==> src/rtl/ahb_lite_master_arbiter_if.sv <==
// rtl/ahb_lite_master_arbiter_if.sv - signals between two AHB-Lite masters, the arbiter and the slave mux
interface ahb_lite_master_arbiter_if;
   logic [31:0] M0_HADDR;
   logic [1:0]  M0_HTRANS;
   logic        M0_HWRITE;
   logic [2:0]  M0_HSIZE;
   logic [31:0] M0_HWDATA;
   logic        M0_HBUSREQ;
   logic        M0_HLOCK;
   logic        M0_HGRANT;

   logic [31:0] M1_HADDR;
   logic [1:0]  M1_HTRANS;
   logic        M1_HWRITE;
   logic [2:0]  M1_HSIZE;
   logic [31:0] M1_HWDATA;
   logic        M1_HBUSREQ;
   logic        M1_HLOCK;
   logic        M1_HGRANT;

   logic        HREADY;
   logic [31:0] HADDR;
   logic [1:0]  HTRANS;
   logic        HWRITE;
   logic [2:0]  HSIZE;
   logic [31:0] HWDATA;
   logic        HMASTER;
   logic        HMASTLOCK;

   // arbiter side: takes both masters' requests, drives grants and the shared bus
   modport slave (
      input  M0_HADDR, M0_HTRANS, M0_HWRITE, M0_HSIZE, M0_HWDATA, M0_HBUSREQ, M0_HLOCK,
      input  M1_HADDR, M1_HTRANS, M1_HWRITE, M1_HSIZE, M1_HWDATA, M1_HBUSREQ, M1_HLOCK,
      input  HREADY,
      output M0_HGRANT, M1_HGRANT,
      output HADDR, HTRANS, HWRITE, HSIZE, HWDATA, HMASTER, HMASTLOCK
   );

   // master/bus side: drives requests and ready, observes grants and the shared bus
   modport master (
      output M0_HADDR, M0_HTRANS, M0_HWRITE, M0_HSIZE, M0_HWDATA, M0_HBUSREQ, M0_HLOCK,
      output M1_HADDR, M1_HTRANS, M1_HWRITE, M1_HSIZE, M1_HWDATA, M1_HBUSREQ, M1_HLOCK,
      output HREADY,
      input  M0_HGRANT, M1_HGRANT,
      input  HADDR, HTRANS, HWRITE, HSIZE, HWDATA, HMASTER, HMASTLOCK
   );
endinterface

==> src/rtl/ahb_lite_master_arbiter.sv <==
// rtl/ahb_lite_master_arbiter.sv - two-master AHB-Lite arbiter with address/data phase muxing
module ahb_lite_master_arbiter #(
   parameter int MAX_BEATS      = 16,
   parameter int DEFAULT_MASTER = 0
) (
   input  logic                    HCLK,
   input  logic                    HRESET,
   ahb_lite_master_arbiter_if.slave bus
);
   localparam int            CW      = $clog2(MAX_BEATS + 1);
   localparam logic [CW-1:0] CNT_MAX = CW'(MAX_BEATS);
   localparam logic          DEF_M   = (DEFAULT_MASTER != 0);

   logic          g;        // granted master
   logic          a;        // address-phase owner
   logic          d;        // data-phase owner
   logic          l;        // current address phase is locked
   logic [CW-1:0] cnt;      // beats taken by g while the other master waits
   logic          next_g;
   logic          own_req;
   logic          own_lock;
   logic          oth_req;

   assign own_req  = g ? bus.M1_HBUSREQ : bus.M0_HBUSREQ;
   assign own_lock = g ? bus.M1_HLOCK   : bus.M0_HLOCK;
   assign oth_req  = g ? bus.M0_HBUSREQ : bus.M1_HBUSREQ;

   // Next grant: a locked owner is never pre-empted; otherwise the owner keeps
   // the bus until the waiting master has sat through MAX_BEATS beats.
   always_comb begin
      next_g = DEF_M;
      if (own_req && own_lock) begin
         next_g = g;
      end else if (own_req && (!oth_req || cnt < CNT_MAX)) begin
         next_g = g;
      end else if (oth_req) begin
         next_g = ~g;
      end
   end

   // Grant/phase pipeline and fairness counter, all advanced only on accepted edges
   always_ff @(posedge HCLK) begin
      if (HRESET) begin
         g   <= DEF_M;
         a   <= DEF_M;
         d   <= DEF_M;
         l   <= 1'b0;
         cnt <= '0;
      end else if (bus.HREADY) begin
         d <= a;
         a <= g;
         l <= own_lock & own_req;
         g <= next_g;
         if (next_g != g) begin
            cnt <= '0;
         end else if (bus.HTRANS[1] && oth_req && cnt != CNT_MAX) begin
            cnt <= cnt + 1'b1;
         end
      end
   end

   assign bus.M0_HGRANT = ~g;
   assign bus.M1_HGRANT = g;
   assign bus.HMASTER   = a;
   assign bus.HMASTLOCK = l;

   assign bus.HADDR  = a ? bus.M1_HADDR  : bus.M0_HADDR;
   assign bus.HTRANS = a ? bus.M1_HTRANS : bus.M0_HTRANS;
   assign bus.HWRITE = a ? bus.M1_HWRITE : bus.M0_HWRITE;
   assign bus.HSIZE  = a ? bus.M1_HSIZE  : bus.M0_HSIZE;
   assign bus.HWDATA = d ? bus.M1_HWDATA : bus.M0_HWDATA;
endmodule

==> src/flat_wrapper.sv <==
// flat-port wrapper written by rule: the top's interface ports become plain ports
module ahb_lite_master_arbiter_flat 
#(
   parameter int MAX_BEATS      = 16,
   parameter int DEFAULT_MASTER = 0
)
  (HCLK, HRESET, bus_M0_HADDR, bus_M0_HTRANS, bus_M0_HWRITE, bus_M0_HSIZE, bus_M0_HWDATA, bus_M0_HBUSREQ, bus_M0_HLOCK, bus_M1_HADDR, bus_M1_HTRANS, bus_M1_HWRITE, bus_M1_HSIZE, bus_M1_HWDATA, bus_M1_HBUSREQ, bus_M1_HLOCK, bus_HREADY, bus_M0_HGRANT, bus_M1_HGRANT, bus_HADDR, bus_HTRANS, bus_HWRITE, bus_HSIZE, bus_HWDATA, bus_HMASTER, bus_HMASTLOCK);
  ahb_lite_master_arbiter_if bus_i ();
  input  logic HCLK;
  input  logic HRESET;
  input wire logic [$bits(bus_i.M0_HADDR)-1:0] bus_M0_HADDR;
  input wire logic [$bits(bus_i.M0_HTRANS)-1:0] bus_M0_HTRANS;
  input wire logic [$bits(bus_i.M0_HWRITE)-1:0] bus_M0_HWRITE;
  input wire logic [$bits(bus_i.M0_HSIZE)-1:0] bus_M0_HSIZE;
  input wire logic [$bits(bus_i.M0_HWDATA)-1:0] bus_M0_HWDATA;
  input wire logic [$bits(bus_i.M0_HBUSREQ)-1:0] bus_M0_HBUSREQ;
  input wire logic [$bits(bus_i.M0_HLOCK)-1:0] bus_M0_HLOCK;
  input wire logic [$bits(bus_i.M1_HADDR)-1:0] bus_M1_HADDR;
  input wire logic [$bits(bus_i.M1_HTRANS)-1:0] bus_M1_HTRANS;
  input wire logic [$bits(bus_i.M1_HWRITE)-1:0] bus_M1_HWRITE;
  input wire logic [$bits(bus_i.M1_HSIZE)-1:0] bus_M1_HSIZE;
  input wire logic [$bits(bus_i.M1_HWDATA)-1:0] bus_M1_HWDATA;
  input wire logic [$bits(bus_i.M1_HBUSREQ)-1:0] bus_M1_HBUSREQ;
  input wire logic [$bits(bus_i.M1_HLOCK)-1:0] bus_M1_HLOCK;
  input wire logic [$bits(bus_i.HREADY)-1:0] bus_HREADY;
  output wire logic [$bits(bus_i.M0_HGRANT)-1:0] bus_M0_HGRANT;
  output wire logic [$bits(bus_i.M1_HGRANT)-1:0] bus_M1_HGRANT;
  output wire logic [$bits(bus_i.HADDR)-1:0] bus_HADDR;
  output wire logic [$bits(bus_i.HTRANS)-1:0] bus_HTRANS;
  output wire logic [$bits(bus_i.HWRITE)-1:0] bus_HWRITE;
  output wire logic [$bits(bus_i.HSIZE)-1:0] bus_HSIZE;
  output wire logic [$bits(bus_i.HWDATA)-1:0] bus_HWDATA;
  output wire logic [$bits(bus_i.HMASTER)-1:0] bus_HMASTER;
  output wire logic [$bits(bus_i.HMASTLOCK)-1:0] bus_HMASTLOCK;
  assign bus_i.M0_HADDR = bus_M0_HADDR;
  assign bus_i.M0_HTRANS = bus_M0_HTRANS;
  assign bus_i.M0_HWRITE = bus_M0_HWRITE;
  assign bus_i.M0_HSIZE = bus_M0_HSIZE;
  assign bus_i.M0_HWDATA = bus_M0_HWDATA;
  assign bus_i.M0_HBUSREQ = bus_M0_HBUSREQ;
  assign bus_i.M0_HLOCK = bus_M0_HLOCK;
  assign bus_i.M1_HADDR = bus_M1_HADDR;
  assign bus_i.M1_HTRANS = bus_M1_HTRANS;
  assign bus_i.M1_HWRITE = bus_M1_HWRITE;
  assign bus_i.M1_HSIZE = bus_M1_HSIZE;
  assign bus_i.M1_HWDATA = bus_M1_HWDATA;
  assign bus_i.M1_HBUSREQ = bus_M1_HBUSREQ;
  assign bus_i.M1_HLOCK = bus_M1_HLOCK;
  assign bus_i.HREADY = bus_HREADY;
  assign bus_M0_HGRANT = bus_i.M0_HGRANT;
  assign bus_M1_HGRANT = bus_i.M1_HGRANT;
  assign bus_HADDR = bus_i.HADDR;
  assign bus_HTRANS = bus_i.HTRANS;
  assign bus_HWRITE = bus_i.HWRITE;
  assign bus_HSIZE = bus_i.HSIZE;
  assign bus_HWDATA = bus_i.HWDATA;
  assign bus_HMASTER = bus_i.HMASTER;
  assign bus_HMASTLOCK = bus_i.HMASTLOCK;
  ahb_lite_master_arbiter #(.MAX_BEATS(MAX_BEATS), .DEFAULT_MASTER(DEFAULT_MASTER)) u_core (.HCLK(HCLK), .HRESET(HRESET), .bus(bus_i));
endmodule
==> config.mk <==
export PLATFORM = sky130hd
export DESIGN_NAME = ahb_lite_master_arbiter_flat
export DESIGN_NICKNAME = d
export VERILOG_FILES = /design/src/rtl/ahb_lite_master_arbiter_if.sv /design/src/rtl/ahb_lite_master_arbiter.sv /design/src/flat_wrapper.sv
export SDC_FILE = /design/constraint.sdc
export NUM_CORES = 1
export LEC_CHECK = 0
export BUFFER_PORTS_ARGS = -buffer_cell sky130_fd_sc_hd__buf_4
export CORE_AREA = 2 2 85 87
export CTS_CLUSTER_SIZE = 12
export DETAILED_ROUTE_END_ITERATION = 6
export DIE_AREA = 0 0 87 89
export MAX_ROUTING_LAYER = met4
export PLACE_DENSITY_LB_ADDON = 0.1
export RECOVER_POWER = 50
export SLEW_MARGIN = 20
export SYNTH_ARGS = -nofsm -noshare
export SYNTH_HDL_FRONTEND = slang
export SYNTH_SLANG_ARGS = --single-unit
export TNS_END_PERCENT = 20
==> constraint.sdc <==
create_clock -name HCLK -period 4.36 [get_ports HCLK]
set_clock_uncertainty 0.05 [all_clocks]
set_input_delay 0.218 -clock HCLK [delete_from_list [all_inputs] [get_ports HCLK]]
set_output_delay 0.218 -clock HCLK [all_outputs]
set_load 0.1 [all_outputs]
==> results of run 1 <==
-- report_power, final --
group / switching, uW / internal [uW]
Clock: 32.6 / 63.7
Combinational: 378 / 175
Sequential: 6.54 / 84.7
-- cell usage in the layout, fill, tap and decap left out --
master     netlist  routed
nor3_1           4       4
nand4_1          3       3
o211ai_1         1       1
dfxtp_1          9       9
nand4bb_1        1       1
o41ai_1          1       1
o21a_1           1       1
nor2_1           3       3
a32o_1           2       2
nor2b_1          1       1
and2_4           1       1
clkbuf_8         0       3
clkbuf_1         5       6
o32ai_1          1       1
mux2i_1          4       4
a31oi_1          1       1
nand2b_1         2       2
a21oi_1          2       2
mux2_2          69      69
buf_4            0     216
ha_1             2       2
o211a_1          1       1
or3b_4           1       1
nand3_1          5       5
a21o_1           1       1
inv_1            5       5
nor4bb_1         1       1
o21ai_0          2       2
and4_4           1       1
o31ai_1          1       1
nand4b_1         1       1
nor3b_1          2       2
nand2_1          3       3
-- cell usage after synthesis (3+ instances only) --
master / number / area, um2
nand3_1: 5 / 25.0
nand2_1: 3 / 11.3
inv_1: 5 / 18.8
nor2_1: 3 / 11.3
mux2_2: 69 / 777
nor3_1: 4 / 20.0
buf_1: 3 / 11.3
mux2i_1: 4 / 40.0
clkbuf_1: 5 / 18.8
nand4_1: 3 / 18.8
dfxtp_1: 9 / 180
-- worst max-delay path by stage --
stage / end / slack (ps)
after floorplan: bus_HADDR[15] / 1950
after global placement: u_core.cnt[1] / 2220
after detailed placement: u_core.cnt[1] / 2140
after CTS: bus_HTRANS[1] / 2080
after global routing: u_core.cnt[1] / 1240
final: bus_HMASTER / 1450
-- per-layer routing --
metal	wire [um]	vias to the layer above	track usage, %
li1	-	972	-
met1	2280	891	15.8
met2	3820	130	29.9
met3	675	2	2.68
met4	19	0	2.56
met5	0	-	-
-- worst register-to-register path, cell delays in order, from the launching register on --
cell	delay [ps]
dfxtp_1	1460
mux2i_1	420
nor3_1	480
o21a_1	190
o32ai_1	80
-- sequential cells by signal, indices dropped and copies added (netlist names) --
| signal | flops |
|---|---|
| u_core.cnt | 5 |
| u_core.d | 1 |
| u_core.bus.HMASTER | 1 |
| u_core.bus.HMASTLOCK | 1 |
| u_core.bus.M1_HGRANT | 1 |
-- kinds of logic after synthesis --
group / Yosys count / share of synthesized area, %
AO/OA/AOI/OAI: 14 / 7.54
flip-flops: 9 / 13.1
AND/OR/NAND/NOR: 29 / 13.2
buffers and inverters: 16 / 5.09
adder cells (fa/ha/maj): 2 / 1.82
multiplexers: 73 / 59.3
-- per-stage QoR --
stage	utilization (%)	total power [uW]
final	46.3	740
after global routing	46.3	766
after CTS	46.6	747
after detailed placement	45.9	649
after global placement	45.9	648
after floorplan	-	478
-- cell type report --
| type | instances | area, um2 |
|---|---|---|
| fill | 658 | 3610 |
| timing repair buffer | 221 | 1640 |
| multi-input combinational | 118 | 1130 |
| sequential | 9 | 180 |
| tap | 80 | 100 |
| clock buffer | 4 | 45.0 |
| inverter | 5 | 18.8 |
==> flow_summary.rst, run 1 <==
.. list-table::
   :header-rows: 1

   * - Metric
     - Value
   * - Outcome
     - complete, but fails checks
   * - Failing checks
     - max-capacitance violations, max-slew violations
   * - Standard-cell row count
     - 30
   * - Total Nets Final
     - 507
   * - Synth Warn #
     - 0
   * - Post-Syn Instances
     - 143
   * - DIE AREA
     - 7740 um2
   * - Worst Setup End Kind
     - primary output
   * - Hold WS
     - 205 ps
   * - Library cells used by synthesis
     - 34
   * - # hold bufs at CTS
     - 0
   * - Count of non-filler cells in the finished layout
     - 437
   * - Root Buffer
     - clkbuf_8
   * - Initial Util
     - between 20% and 30%
   * - Hold Crit Start
     - HRESET
   * - I/O Pins
     - about 220
   * - Setup Total Neg Slack
     - 0 ps
   * - Final hold violation count
     - 0
   * - Largest buffer count on any clock path
     - 2
   * - CTS tree
     - built
   * - Number of global-route vias before repair
     - 1929
   * - Hold Path End
     - u_core.cnt[2]
   * - Global route total overflow
     - 0
   * - Post-cts gate resize count
     - 0
   * - Worst hold path cell count
     - 2
   * - Total half-perimeter wirelength after legalization and detailed placement
     - 5880 um
   * - Cell area after synthesis
     - 1380 um2
   * - Post-route setup slack
     - ~1400 ps
   * - Drt wl/cell
     - approximately 16 um
   * - Final Instance Area
     - 3110 um2
   * - Area grow syn2layout
     - 126%
   * - Maximum number of pins on one net before global-route repair
     - 42
   * - Static Leakage
     - 0.00151 uW
   * - Post-layout min period
     - roughly 2900 ps
   * - Crit path arrival time
     - between 2000 and 3000 ps
   * - Number of pins with negative max-slew slack in the final report
     - between 70 and 80
   * - Chip Height
     - around 90 um
   * - Post-route DRC
     - 0
   * - CP cell instances
     - clkbuf_1
   * - Number of DRC markers after the initial detailed-route iteration
     - 39
   * - First-pass DRT Iterations
     - 4
   * - Syn_area_per_cell
     - 9.63 um2
   * - Power per unit of standard cell area
     - roughly 240 nW/um2
   * - Via/cell ratio
     - 4.57
   * - Total routed wirelength
     - 6800 um
   * - Levels on crit path
     - 1
   * - Number of nets with antenna violations after routing
     - 0
   * - Detailed-route via count
     - 1995
   * - Start-to-end type of the worst setup path
     - flop to primary output
   * - Number of antenna violations at the first check in global routing
     - 0
   * - Clock-pin slew on the worst setup and hold paths
     - 40 ps
   * - Unrepaired setup endpoints after global routing
     - no
   * - Delay of the slowest cell on the worst path
     - 1460 ps
   * - Global-route wire length before repair
     - 9000 um
   * - Fraction of layout cells with a size suffix above 1
     - 81.5%
   * - Kind of start point of the critical path
     - flop
   * - Number of enable flip-flop cells after synthesis
     - 0
   * - CTS Sinks
     - 9
   * - Critical path launch point
     - u_core.bus.HMASTER
   * - Reg2Reg Capture Point
     - u_core.cnt[1]
   * - Number of setup violations in the final report
     - 0
   * - Worst EP required
     - 4090 ps
   * - FF-to-FF Start
     - u_core.bus.HMASTER
   * - Number of nets produced by synthesis
     - 292
   * - Classification of the worst-slack hold path
     - input pin to flop
   * - Placer congestion estimate
     - approximately 0.79
   * - Post-route fraction of the period consumed by the critical path
     - 66.9%
   * - Clock latency reported for the late side of the worst-skew pair
     - between 200 and 250 ps
   * - Flip-flop and latch count after synthesis
     - 9
   * - Reported max-cap violation count
     - 2
   * - Overall Global Routing Usage
     - about 15%
   * - Seq/Total Area, Yosys
     - 13.1%
   * - Placed Area
     - around 3100 um2
   * - Leading register cell type out of synthesis
     - dfxtp_1
   * - F_max
     - 343 MHz
   * - Flop-to-flop setup slack
     - 1570 ps
   * - Area inside the core boundary
     - around 6700 um2
   * - CP delay by family, top
     - flip-flops
   * - Horizontal extent of the die
     - approximately 87 um
   * - Clock buffer count from CTS
     - 3
   * - H-tree levels
     - 1
   * - IO Port Bufs
     - 220
   * - Sum of buffers and inverters on the critical path
     - 1
   * - Worst Setup Slack post-DPL
     - 2140 ps
   * - Top fanout value on the critical path
     - 41
   * - Cells after DPL
     - 433
   * - Least-Margin Pin Slew
     - 1740 ps
   * - Relative slew margins
     - -15.7%
   * - Final antenna diode count
     - 0
   * - Master of the slowest instance on the critical path
     - dfxtp_1
   * - Worst vdd ir
     - around 120 uV
   * - Number of post-CTS setup repair buffers
     - 0
   * - Depth of the worst register-to-register path
     - 4
   * - Ys async rst share
     - 0%
Note: power is estimated with default switching activity, not from simulation.
==> run 2: changes to the inputs <==
clock period = 2.45 ns   (was 4.36 ns; I/O delays follow)
==> run 2 against run 1 <==
  * The run now ends clean
  * Sequential power increased by 71%
  * Worst hold slack worse by 120 ps
  * Worst setup slack got worse by 1000 ps
  * Via count decreased by 0.95%
  * Critical path depth increased by 2
  * Cell count grew 0.23%
  * Sequential share of layout area about the same
  * Global-route usage is 0.25 points lower
  * Power grew 78%
  * Sequential cell count did not move
  * Critical path type unchanged
  * Critical endpoint is now bus_HWDATA[20]
==> flow_summary.rst, run 2 (synthesized netlist as in run 1, its figures left out) <==
.. list-table::
   :header-rows: 1

   * - Metric
     - Value
   * - Static Leakage
     - 0.00152 uW
   * - Initial Util
     - between 20% and 30%
   * - Flop-to-flop setup slack
     - 790 ps
   * - Number of pins with negative max-slew slack in the final report
     - 0
   * - CP cell instances
     - clkbuf_2, mux2_2, buf_4
   * - Most frequent cells in the layout
     - 216 x buf_4, 69 x mux2_2, 9 x dfxtp_1
   * - First-pass DRT Iterations
     - 5
   * - Clock buffer count from CTS
     - 3
   * - Worst vdd ir
     - 183 uV
   * - Total half-perimeter wirelength after legalization and detailed placement
     - 5770 um
   * - Drt wl/cell
     - 15.3 um
   * - Share of the core filled with cells
     - between 40% and 50%
   * - Total Nets Final
     - 508
   * - Root Buffer
     - clkbuf_8
   * - Register bank with the most flops
     - u_core.cnt
   * - Outcome
     - finished, final reports clean
   * - Grt peak-use layer
     - met2
   * - Global route total overflow
     - 0
   * - FF-to-FF Start
     - u_core.bus.M1_HGRANT
   * - Master of the slowest instance on the critical path
     - clkbuf_2
   * - H-tree levels
     - 1
   * - Placer congestion estimate
     - 0.786
   * - Final antenna diode count
     - 0
   * - Most common cell after layout, fill and taps aside
     - buf_4
   * - Post-route fraction of the period consumed by the critical path
     - 82.0%
   * - Detailed-route via count
     - 1976
   * - Depth of the worst register-to-register path
     - 4
   * - Start-to-end type of the worst setup path
     - flop to primary output
   * - Reg2Reg Capture Point
     - u_core.cnt[1]
   * - # hold bufs at CTS
     - 0
   * - Met2 track demand over resource in global routing
     - 29.2%
   * - Power per unit of standard cell area
     - ~420 nW/um2
   * - I/O Pins
     - 221
   * - Setup Total Neg Slack
     - 0 ps
   * - Number of nets with antenna violations after routing
     - 0
   * - Overall Global Routing Usage
     - 14.9%
   * - Relative slew margins
     - 21.4%
   * - Reported max-cap violation count
     - 0
   * - Standard-cell row count
     - 30
   * - Number of post-CTS setup repair buffers
     - 0
   * - Global-route wire length before repair
     - 8740 um
   * - Classification of the worst-slack hold path
     - input pin to flop
   * - Chip Height
     - 89 um
   * - Post-cts gate resize count
     - 0
   * - Unrepaired setup endpoints after global routing
     - no
   * - Via/cell ratio
     - 4.51
   * - Fraction of layout cells with a size suffix above 1
     - approximately 80%
   * - Delay of the slowest cell on the worst path
     - ~600 ps
   * - Final hold violation count
     - 0
   * - Worst Setup End Kind
     - primary output
   * - Number of DRC markers after the initial detailed-route iteration
     - 57
   * - Top fanout value on the critical path
     - 32
   * - GR Layer Usage met1
     - 15.7%
   * - Capturing element of the worst setup path
     - bus_HWDATA[20]
   * - Clock-pin slew on the worst setup and hold paths
     - approximately 50 ps
   * - CTS tree
     - built
   * - Largest buffer count on any clock path
     - 2
   * - Kind of start point of the critical path
     - flop
   * - IO Port Bufs
     - 220
   * - Critical path launch point
     - u_core.d
   * - Post-route DRC
     - 0
   * - DIE AREA
     - 7740 um2
   * - Number of antenna violations at the first check in global routing
     - 0
   * - Crit path arrival time
     - 1840 ps
   * - CTS Sinks
     - 9
   * - Clock latency reported for the late side of the worst-skew pair
     - 240 ps
   * - Worst EP required
     - ~2300 ps
   * - F_max
     - about 500 MHz
   * - Horizontal extent of the die
     - around 87 um
   * - Max FFs per register
     - 5
   * - Number of global-route vias before repair
     - 1792
   * - Placed Area
     - about 3100 um2
   * - Met3 routing resource usage after global routing
     - 2.68%
   * - Hold WS
     - 87.1 ps
   * - Least-Margin Pin Slew
     - 1180 ps
   * - Area inside the core boundary
     - around 6700 um2
   * - Total routed wirelength
     - 6700 um
   * - Number of setup violations in the final report
     - 0
   * - Area grow syn2layout
     - 126%
   * - Maximum number of pins on one net before global-route repair
     - 41
   * - Final Instance Area
     - 3120 um2
   * - Post-layout min period
     - 2010 ps
run 2: worst min-delay path by stage:
stage	start	to	slack, ps	cells past startpoint
finish	HRESET	u_core.cnt[2]	90	2
global route	HRESET	u_core.cnt[2]	110	2
CTS	HRESET	u_core.cnt[2]	80	2
detailed placement	HRESET	u_core.cnt[2]	340	2
global placement	HRESET	u_core.bus.HMASTER	330	2
floorplan	bus_M1_HBUSREQ	u_core.bus.M1_HGRANT	280	2
run 2: area by class of cell:
cell class,instances,area [um2]
Tap cell,80,100
Inverter,5,18.8
Fill cell,680,3600
Multi-Input combinational cell,118,1130
Clock buffer,4,45.0
Sequential cell,9,180
Timing Repair Buffer,222,1650
run 2: per-layer routing:
| layer | share of wire, % | vias up |
|---|---|---|
| met5 | 0 | - |
| met4 | 0.34 | 0 |
| met3 | 10 | 3 |
| met2 | 55 | 139 |
| met1 | 34 | 860 |
| li1 | - | 974 |
run 2: worst max-delay path: cells and delay by family (launching register included):
family	cells	cell delay, ps
buffers and inverters	2	830
muxes	1	440
DFF	1	320
run 2: where the power goes:
part | total, uW | switching [uW] | internal (uW)
clock | 177 | 63.7 | 114
sequential | 156 | 4.84 | 151
combinational | 988 | 678 | 310
run 2: stage by stage:
step | total power (uW) | std cells | setup WS, ps
after floorplan | 850 | 143 | 139
after global placement | 1150 | 434 | 872
after detailed placement | 1150 | 434 | 803
after CTS | 1340 | 438 | 626
after global routing | 1370 | 438 | 351
final | 1320 | 438 | 442
==> run 3: changes to the inputs <==
ABC_AREA = 1   (was not set)
CORE_AREA = 2 2 86 88   (was 2 2 85 87)
DIE_AREA = 0 0 88 90   (was 0 0 87 89)
clock period = 1.7 ns   (was 2.45 ns; I/O delays follow)
==> run 3 against run 2 <==
  * Clock power increased by 42%
  * Cell count increased by 24%
  * Sequential power increased by 55%
  * Cell area increased by 4.2%
  * First-iteration DRC count decreased by 46%
  * Clock-buffer cell count unchanged
  * Critical endpoint is now bus_HWDATA[18]
  * Power increased by 89%
  * Worst setup slack got worse by 320 ps
==> flow_summary.rst, run 3 <==
.. list-table::
   :header-rows: 1

   * - Metric
     - Value
   * - Overall Global Routing Usage
     - 17.4%
   * - # hold bufs at CTS
     - 0
   * - Unrepaired setup endpoints after global routing
     - no
   * - Crit path arrival time
     - 1440 ps
   * - Register bank with the most flops
     - u_core.cnt
   * - Root Buffer
     - clkbuf_8
   * - Drt wl/cell
     - 13.5 um
   * - Max FFs per register
     - 5
   * - Clock-pin slew on the worst setup and hold paths
     - 50 ps
   * - Fill cell total of the finished layout
     - 736
   * - Number of setup violations in the final report
     - 0
   * - Post-route DRC
     - 0
   * - Most frequent cell after synthesis
     - nand2_1
   * - Classification of the worst-slack hold path
     - input pin to flop
   * - Total Nets Final
     - about 600
   * - Number of pins with negative max-slew slack in the final report
     - 0
   * - Worst EP required
     - 1560 ps
   * - Total power
     - about 2500 uW
   * - Least-Margin Pin Slew
     - 549 ps
   * - Chip Height
     - 90 um
   * - Global-route wire length before repair
     - ~11000 um
   * - Area grow syn2layout
     - 135%
   * - Top area cells in the synthesized netlist
     - nand2_1 34%, mux2_2 18%, dfxtp_1 13%
   * - Final antenna diode count
     - 0
   * - Seq/Total Area, Yosys
     - 13.0%
   * - Post-cts gate resize count
     - 0
   * - H-tree levels
     - 1
   * - Cell area after synthesis
     - 1390 um2
   * - Initial Util
     - 19.7%
   * - Clock buffer count from CTS
     - 3
   * - CTS tree
     - built
   * - Most common cell after layout, fill and taps aside
     - buf_4
   * - Flip-flop and latch count after synthesis
     - 9
   * - Top fanout value on the critical path
     - 33
   * - Standard-cell row count
     - 31
   * - I/O Pins
     - 221
   * - Number of enable flip-flop cells after synthesis
     - 0
   * - Number of nets produced by synthesis
     - 380
   * - Top-area cell type share of the netlist area
     - 34.4%
   * - Via/cell ratio
     - 4.08
   * - Total half-perimeter wirelength after legalization and detailed placement
     - 6280 um
   * - Kind of start point of the critical path
     - flop
   * - Start-to-end type of the worst setup path
     - flop to primary output
   * - CP cell instances
     - buf_12, mux2_2, clkbuf_4
   * - Most frequent cells in the layout
     - 188 x buf_4, 105 x nand2_1, 27 x clkbuf_4
   * - Area used by multi-input combinational logic
     - 1150 um2
   * - Post-Syn Instances
     - 231
   * - Worst vdd ir
     - 629 uV
   * - Global route total overflow
     - 0
   * - F_max
     - 635 MHz
   * - Number of antenna violations at the first check in global routing
     - 0
   * - Number of post-CTS setup repair buffers
     - 0
   * - Post-layout min period
     - 1580 ps
   * - Number of nets with antenna violations after routing
     - 0
   * - Placer congestion estimate
     - 0.820
   * - Leading register cell type out of synthesis
     - dfxtp_1
   * - Number of global-route vias before repair
     - 2101
   * - Total routed wirelength
     - 7360 um
   * - Number of DRC markers after the initial detailed-route iteration
     - 31
   * - Horizontal extent of the die
     - 88 um
   * - Final hold violation count
     - 0
   * - Worst Setup End Kind
     - primary output
   * - Master of the slowest instance on the critical path
     - dfxtp_1
   * - Synth Warn #
     - 0
   * - IO Port Bufs
     - between 200 and 250
   * - Relative slew margins
     - 63.6%
   * - Share of the core filled with cells
     - 46.3%
   * - Power per unit of standard cell area
     - 766 nW/um2
   * - Delay of the slowest cell on the worst path
     - 350 ps
   * - Post-route fraction of the period consumed by the critical path
     - about 90%
   * - Top post-synthesis cells by count
     - 127 x nand2_1, 22 x mux2_2, 10 x mux2_1, 9 x dfxtp_1
   * - CTS Sinks
     - 9
   * - Placed Area
     - between 3000 and 4000 um2
   * - Area inside the core boundary
     - 7020 um2
   * - Clock latency reported for the late side of the worst-skew pair
     - 230 ps
   * - Reported max-cap violation count
     - 0
   * - Outcome
     - finished, final reports clean
   * - First-pass DRT Iterations
     - 4
   * - Maximum number of pins on one net before global-route repair
     - 38
   * - Fraction of layout cells with a size suffix above 1
     - 63.6%
   * - Setup Total Neg Slack
     - 0 ps
   * - Static Leakage
     - 0.00179 uW
   * - Final Instance Area
     - 3250 um2
   * - Syn_area_per_cell
     - 6.00 um2
   * - Ys async rst share
     - 0%
   * - Synth area leader
     - nand2_1
   * - Library cells used by synthesis
     - 23
   * - Largest buffer count on any clock path
     - 2
   * - Combined flip-flop and latch cell area
     - 184 um2
   * - DIE AREA
     - 7920 um2
   * - Detailed-route via count
     - 2220
==> run 3: changes by cell type after synthesis, sizes merged, moves of 3 or more <==
cell	change
nor3	-4
mux2i	-4
a21oi	+5
xor2	+3
mux2	-37
inv	+5
nand2	+129
o21ai	+3
==> run 3: critical path: cells and delay by family (launching register included) <==
family / cells / cell delay (ps)
mux: 1 / 350
buf+inv: 2 / 490
flops: 1 / 350
==> run 3: worst paths after layout <==
| kind | slack, ps | cells after the start | from | endpoint |
|---|---|---|---|---|
| worst max register to register | 210 | 8 | u_core.bus.M1_HGRANT | u_core.cnt[1] |
| worst min-delay path | 10 | 2 | HRESET | u_core.cnt[2] |
| worst max-delay path | 120 | 3 | u_core.d | bus_HWDATA[18] |
| worst min register to register | 450 | 2 | u_core.cnt[0] | u_core.cnt[0] |
==> run 3: kinds of logic (layout without fill, tap and decap cells) <==
family | Yosys count | in the layout | synth area share, %
buffers and inverters | 24 | 238 | 7.14
DFF | 9 | 9 | 13.0
xor gates and xnor gates | 3 | 3 | 1.90
muxes | 32 | 32 | 26.0
AOI/OAI and AO/OA | 13 | 13 | 4.88
and+or+nand+nor | 148 | 148 | 45.3
adders and majority gates | 2 | 2 | 1.81
==> run 3: per-stage QoR <==
step / hold slack, ps / worst slack, ps / instances
floorplan: 104 / 1.63 / 231
global placement: 265 / 417 / 540
detailed placement: 264 / 393 / 540
CTS: 17.9 / 147 / 544
global route: 23.5 / 72.2 / 544
finish: 14.5 / 125 / 544
==> run 3: cell type report <==
| type | count | share of cell area (%) |
|---|---|---|
| clock buffers | 4 | 1.39 |
| inverters | 11 | 1.35 |
| multi-input cells | 198 | 35.5 |
| flip-flops and latches | 9 | 5.66 |
| well taps | 99 | 3.81 |
| repair buffers | 223 | 52.3 |
==> run 3: power breakdown <==
| group | switching [uW] | internal, uW |
|---|---|---|
| logic | 1460 | 533 |
| registers | 18.7 | 223 |
| clock network | 88.0 | 164 |
| total | 1570 | 920 |
==> run 3: layer usage <==
| layer | track usage, % | routed length (um) | vias up |
|---|---|---|---|
| li1 | - | - | 1166 |
| met1 | 18.4 | 2830 | 936 |
| met2 | 31.2 | 3740 | 104 |
| met3 | 3.76 | 621 | 14 |
| met4 | 6.03 | 163 | 0 |
| met5 | - | 0 | - |
